===== config.mk =====
export PLATFORM = sky130hd
export DESIGN_NAME = result_unpacker
export DESIGN_NICKNAME = d
export VERILOG_FILES = /design/src/rtl/result_unpacker.sv
export SDC_FILE = /design/constraint.sdc
export NUM_CORES = 1
export LEC_CHECK = 0
export CELL_PAD_IN_SITES_DETAIL_PLACEMENT = 0
export CELL_PAD_IN_SITES_GLOBAL_PLACEMENT = 2
export CORE_UTILIZATION = 25
export DETAILED_ROUTE_END_ITERATION = 8
export PLACE_DENSITY_LB_ADDON = 0.1
export SYNTH_ARGS = -nofsm -noshare
export SYNTH_HDL_FRONTEND = slang
export SYNTH_SLANG_ARGS = --single-unit

===== constraint.sdc =====
create_clock -name clk -period 1.9 [get_ports clk]
set_input_delay 0.38 -clock clk [delete_from_list [all_inputs] [get_ports clk]]
set_output_delay 0.38 -clock clk [all_outputs]
set_load 0.03 [all_outputs]

===== src/rtl/result_unpacker.sv =====
// Drains a range of 64-bit result-SRAM words and streams each as two 32-bit
// results (lower half first) over a valid/ready interface.
module result_unpacker #(
    parameter int DATA_W        = 32,
    parameter int MEM_WORD_SIZE = 64,
    parameter int ADDR_W        = 9,
    parameter int READ_LATENCY  = 1
) (
    input  logic                     clk,
    input  logic                     rst,
    input  logic                     start_i,
    input  logic [ADDR_W-1:0]        start_addr_i,
    input  logic [ADDR_W-1:0]        end_addr_i,
    output logic                     mem_read_en_o,
    output logic [ADDR_W-1:0]        mem_addr_o,
    input  logic [MEM_WORD_SIZE-1:0] mem_rdata_i,
    output logic [DATA_W-1:0]        data_o,
    output logic                     valid_o,
    input  logic                     ready_i,
    output logic                     last_o,
    output logic                     busy_o,
    output logic                     done_o
);

    localparam int LAT_W = (READ_LATENCY > 1) ? $clog2(READ_LATENCY) : 1;
    localparam logic [LAT_W-1:0] LAT_LAST = LAT_W'(READ_LATENCY - 1);

    typedef enum logic [2:0] {
        S_IDLE,
        S_READ,
        S_RWAIT,
        S_SEND_LO,
        S_SEND_HI,
        S_END
    } state_t;

    state_t                   state_q, state_d;
    logic [ADDR_W-1:0]        addr_q, addr_d;
    logic [ADDR_W-1:0]        end_q, end_d;
    logic [MEM_WORD_SIZE-1:0] buf_q, buf_d;
    logic [LAT_W-1:0]         cnt_q, cnt_d;
    logic                     is_last;

    assign is_last = (addr_q == end_q);

    always_ff @(posedge clk) begin
        if (rst) begin
            state_q <= S_IDLE;
            addr_q  <= '0;
            end_q   <= '0;
            buf_q   <= '0;
            cnt_q   <= '0;
        end else begin
            state_q <= state_d;
            addr_q  <= addr_d;
            end_q   <= end_d;
            buf_q   <= buf_d;
            cnt_q   <= cnt_d;
        end
    end

    // Outputs decode purely from registered state, so they hold steady under backpressure.
    always_comb begin
        state_d       = state_q;
        addr_d        = addr_q;
        end_d         = end_q;
        buf_d         = buf_q;
        cnt_d         = cnt_q;
        mem_read_en_o = 1'b0;
        mem_addr_o    = '0;
        data_o        = '0;
        valid_o       = 1'b0;
        last_o        = 1'b0;
        busy_o        = 1'b0;
        done_o        = 1'b0;

        case (state_q)
            S_IDLE: begin
                if (start_i) begin
                    addr_d  = start_addr_i;
                    end_d   = end_addr_i;
                    state_d = S_READ;
                end
            end
            S_READ: begin
                busy_o        = 1'b1;
                mem_read_en_o = 1'b1;
                mem_addr_o    = addr_q;
                cnt_d         = '0;
                state_d       = S_RWAIT;
            end
            S_RWAIT: begin
                busy_o = 1'b1;
                if (cnt_q == LAT_LAST) begin
                    buf_d   = mem_rdata_i;
                    state_d = S_SEND_LO;
                end else begin
                    cnt_d = cnt_q + 1'b1;
                end
            end
            S_SEND_LO: begin
                busy_o  = 1'b1;
                valid_o = 1'b1;
                data_o  = buf_q[DATA_W-1:0];
                if (ready_i) begin
                    state_d = S_SEND_HI;
                end
            end
            S_SEND_HI: begin
                busy_o  = 1'b1;
                valid_o = 1'b1;
                data_o  = buf_q[MEM_WORD_SIZE-1:DATA_W];
                last_o  = is_last;
                if (ready_i) begin
                    if (is_last) begin
                        state_d = S_END;
                    end else begin
                        addr_d  = addr_q + 1'b1;
                        state_d = S_READ;
                    end
                end
            end
            S_END: begin
                done_o  = 1'b1;
                state_d = S_IDLE;
            end
            default: begin
                state_d = S_IDLE;
            end
        endcase
    end

endmodule

## After elaboration in Yosys (flattened, before gate mapping)

Cells that the tools add are included.

| word-level totals | value |
|---|---|
| bits of input ports | 86 |
| output and inout bits | 46 |
| flip-flop bits (word level) | 86 |
| logic and storage cells | 47 |

| operators by class | value |
|---|---|
| muxes and demuxes | 19 |
| $add $sub $neg | 2 |
| reductions and logical operators | 9 |
| bitwise logic cells | 1 |
| equality and inequality tests | 11 |

Operators by type and width:

| cell | count |
|---|---|
| case mux 32 bit (2 select lines) | 1 |
| 2-to-1 mux 9 bit | 4 |
| case mux 9 bit (2 select lines) | 1 |
| 2-to-1 mux 3 bit | 5 |
| case mux 3 bit (5 select lines) | 1 |
| != test 2 bit (second input constant) | 5 |
| adder 9 x 1 -> 9 bit (second input constant) | 1 |
| == test 9 bit | 1 |
| AND reduction 4 bit | 2 |
| == test 3 x 2 -> 1 bit (second input constant) | 2 |
| == test 3 bit (second input constant) | 2 |
| 2-to-1 mux 1 bit | 6 |
| AND reduction 2 bit | 2 |
| nonzero test 2 bit | 2 |
| OR reduction 4 bit | 1 |
| == test 3 x 1 -> 1 bit (second input constant) | 1 |
| zero test 3 bit | 1 |
| case mux 1 bit (2 select lines) | 1 |
| OR reduction 2 bit | 1 |
| adder 1 bit (second input constant) | 1 |
| inverter 1 bit | 1 |

## Logic depth before layout (Yosys ltp)

| depth | value |
|---|---|
| depth after elaboration | 4 |
| gate-level depth with buffers | 8 |
| depth with buffers taken out | 6 |

## Least setup slack after synthesis

No wires, ideal clock.

| timing | value |
|---|---|
| path kind | flip-flop to output port |
| start point | register state_q[0] |
| end point | output port data_o[0] |
| path slack | 0.002 ns |
| path buffers | 2 |
| stages on the path, launching flop included | 6 |
| arrival | 1.518 ns |
| cells stage by stage | dfxtp_1 -> buf_2 -> nand2_1 -> nor2_1 -> clkbuf_1 -> a22o_1 |

| between the ends | value |
|---|---|
| longest elaborated chain between the ends | 2 |
| elaborated cells on any way between the ends | 3 |
| those cells by class | 2 x eq/ne; 1 x mux |

Ends and longest elaborated chain:

| item | line | RTL |
|---|---|---|
| from (decl) | 37 | `state_t state_q, state_d;` |
| from (signal assigned) | 54 | `state_q <= state_d;` |
| == test 3 bit / == test 3 x 2 -> 1 bit (equally long branches) | 77 | `case (state_q)` |
| case mux 32 bit (2 select lines) * | 77 |  |
| to (decl) | 17 | `output logic [DATA_W-1:0] data_o,` |

Every way passes the cells marked *; elsewhere a longest branch is shown, timed or not.

## Final worst setup path

| timing | value |
|---|---|
| start point | register state_q[2] |
| end point | output port data_o[29] |

The elaborated chain is that of the path after synthesis.

==> impl_metrics.tcl <==
set metrics [dict create \
    drtPass1Iterations 6 \
    remaining_drc_errors 6 \
    finalMaxSlewViolations 0 \
    clk_path_buf_depth 2 \
    vdd_drop_max_uv 362 \
    fmax_mhz 501 \
    cts.clk_slew.worst_paths_ns 0.06 \
    hold_path.class "in2reg" \
    required_ns 1.52 \
    placed_area_mm2 0.00546 \
    final.fill_count 1523 \
    place_hpwl_mm 8.44 \
    yosys_warnings 0 \
    core-area_mm2 0.0147 \
    rsz0062_at_grt "true" \
    holdBufCountCts 0 \
    power_density_mw_per_mm2 750 \
    critPathLaunchType "flip-flop" \
    crit_top_cell "buf_6" \
    critPathMaxStageDelay_ns 0.36 \
    tritoncts "built" \
    rows 44 \
    outcome "finished with violations" \
    antenna_found_initial 0 \
    nets 726 \
    critical_path_class "reg2out" \
    finalWorstSetupSlack_ns -0.0951 \
    crit_fanout 9 \
    drt_first_iter_violations 146 \
    drive_gt1_share_pct 23.0 \
    gp_congestion 0.781 \
    yosysSeqAreaShare_pct 44.6 \
    area_delta_synth_final_pct 59.9 \
    initial_core_util_pct 26.0 \
    vias 3913 \
    port_buffers 131 \
    fin_crit_sh_pct 105 \
    p_int_mw 3.30 \
    synth_edf_count 0 \
    cts-root-buf "clkbuf_16" \
    async_reset_ff_share_pct 0 \
    leakage_nw 2.32 \
    die_h_um 126 \
    clock_latency_ns 0.34 \
    p_sw_share_pct 27.8 \
    critical_path.top_delay_family "buffers and inverters" \
    synth.largest_area_cell "dfxtp_1" \
    syn_area_per_cell_um2 7.88 \
    slew_headroom_pct 64.5 \
    end_kind "output pin" \
    worst_path_max_delay_cell "dfxtp_2" \
    grt_pass1_vias 3895 \
    fin_skew_ns 0.0108 \
    grt_max_degree 60 \
    grt.total_usage_pct 16.2 \
    setup_tns_ns -2.19 \
    syn_nets 571 \
    grt_pass1_wl_mm 20.0 \
    route.detailed.wl_per_inst_um 15.4 \
    worstPathArrival_ns 1.62 \
    comb_power_share_pct 20.4 \
    boundaryPins 132 \
    yosysMostFrequentCell "nand2_1" \
    cap_viol_max_count 0 \
    h-tree-depth 3 \
    synth.top_cell.area_share_pct 44.6 \
    die-area_mm2 0.0158 \
    finalHoldViolCount 0 \
    cp_num_buf_inv 3 \
    syn-cell-area_mm2 0.00381 \
    synth_cell_types 45 \
    power_frac_seq_pct 43.9 \
    antenna_cells 0 \
    synth_seq_cells 85 \
    switching_power_mw 1.27 \
    ys_top_cells_by_count "nand2_1 (156), dfxtp_1 (85), a21oi_1 (80), a22o_1 (32), clkbuf_1 (20)" \
    ant_nets 0 \
    routed_wl_mm 12.7 \
    tightestPinTransition_ns 0.532 \
    design_area_mm2 0.00610 \
    ys.flop_type "dfxtp_1" \
    synth_area_leaders "dfxtp_1 (45%), nand2_1 (15%), a21oi_1 (10%)" \
    setup_violations 33 \
    die_x_um 126 \
    post-route-min-period_ns 2.00 \
    violations "DRC, setup timing" \
    path_cells "nor3b_4 -> buf_6 -> clkbuf_16 -> a22o_1 -> buf_6" \
    overflow 0 \
    clkSinkCount 85 \
    cts_buffers 9 \
    pwr-share-clk_pct 35.8 \
    postSynthCellCount 484 \
    viasPerCell 4.73 \
]
[cells in the final DEF (no fill, tap or decap), types with 10 or more instances in the layout]
| cell | count |
|---|---|
| a21oi_1 | 80 |
| clkdlybuf4s50_1 | 84 |
| nor2_1 | 11 |
| nand2_1 | 154 |
| clkbuf_16 | 10 |
| buf_4 | 43 |
| buf_6 | 42 |
| a22o_1 | 31 |
| dfxtp_1 | 74 |
[logic make-up after synthesis]
| logic type | after synthesis | share of synthesized area (%) |
|---|---|---|
| buffers and inverters | 42 | 5.48 |
| AOI/OAI and AO/OA | 138 | 23.0 |
| and+or+nand+nor | 206 | 23.8 |
| xor gates and xnor gates | 10 | 2.30 |
| adders and majority gates | 1 | 0.328 |
| muxes | 2 | 0.525 |
| DFF | 85 | 44.6 |
[state kept, by name (all words and copies together) (netlist names)]
name     count
buf_q       64
end_q        9
addr_q       9
state_q      3
[final timing paths]
check	cells after the start	from	to	slack, ns
setup / recovery	5	state_q[2]$_SDFFE_PP0P_	data_o[29]	-0.1
hold / removal	2	rst	state_q[0]$_SDFFE_PP0P_	0.40
setup reg to reg	7	addr_q[6]$_SDFFE_PP0P_	addr_q[7]$_SDFFE_PP0P_	0.11
hold reg to reg	2	buf_q[29]$_SDFFE_PP0P_	buf_q[29]$_SDFFE_PP0P_	0.45
[repair_timing]
item                                   in CTS  in global routing
buffers inserted                           10                  2
gates cloned                                1                  2
setup endpoints to repair                  44                 49
endpoints found under the hold margin       0                  0
pin swaps                                   5                 10
resized for setup                          50                 22
[power by group through the flow]
stage                     combinational, mW  clock, mW  sequential (mW)
after floorplan                       0.460          0             2.01
after global placement                0.869          0             2.04
after detailed placement              0.872          0             2.04
after CTS                             0.917       1.68             2.00
after global routing                   1.02       1.76             2.02
final                                 0.932       1.64             2.01
[through the flow]
stage / power, mW / worst slack [ns] / std cells / hold WS (ns) / utilization (%)
2_1_floorplan: 2.47 / 0.00156 / 484 / 0.436 / -
3_3_place_gp: 2.91 / 0.0202 / 798 / 0.442 / 37.1
3_5_place_dp: 2.91 / -0.0242 / 798 / 0.446 / 37.1
4_1_cts: 4.60 / -0.124 / 825 / 0.386 / 40.8
5_1_grt: 4.81 / -0.149 / 828 / 0.416 / 41.5
6_report: 4.57 / -0.0951 / 828 / 0.399 / 41.5
[final cells by class]
type                       count  area (um^2)  area share (%)
tap                          184          230            3.77
clock buffer                  12          246            4.04
timing repair buffer         181         1880            30.8
clock inverter                 4         23.8           0.390
multi-input combinational    358         1990            32.5
inverter                       4         15.0           0.246
sequential                    85         1720            28.2
[metal layers]
layer	global-route usage [%]	vias up	part of all wire (%)
li1	-	1977	-
met1	20.5	1816	46
met2	25.9	100	46
met3	4.41	20	5.8
met4	6.53	0	1.8
met5	0	-	0
Power figures use the tool's default switching activity.
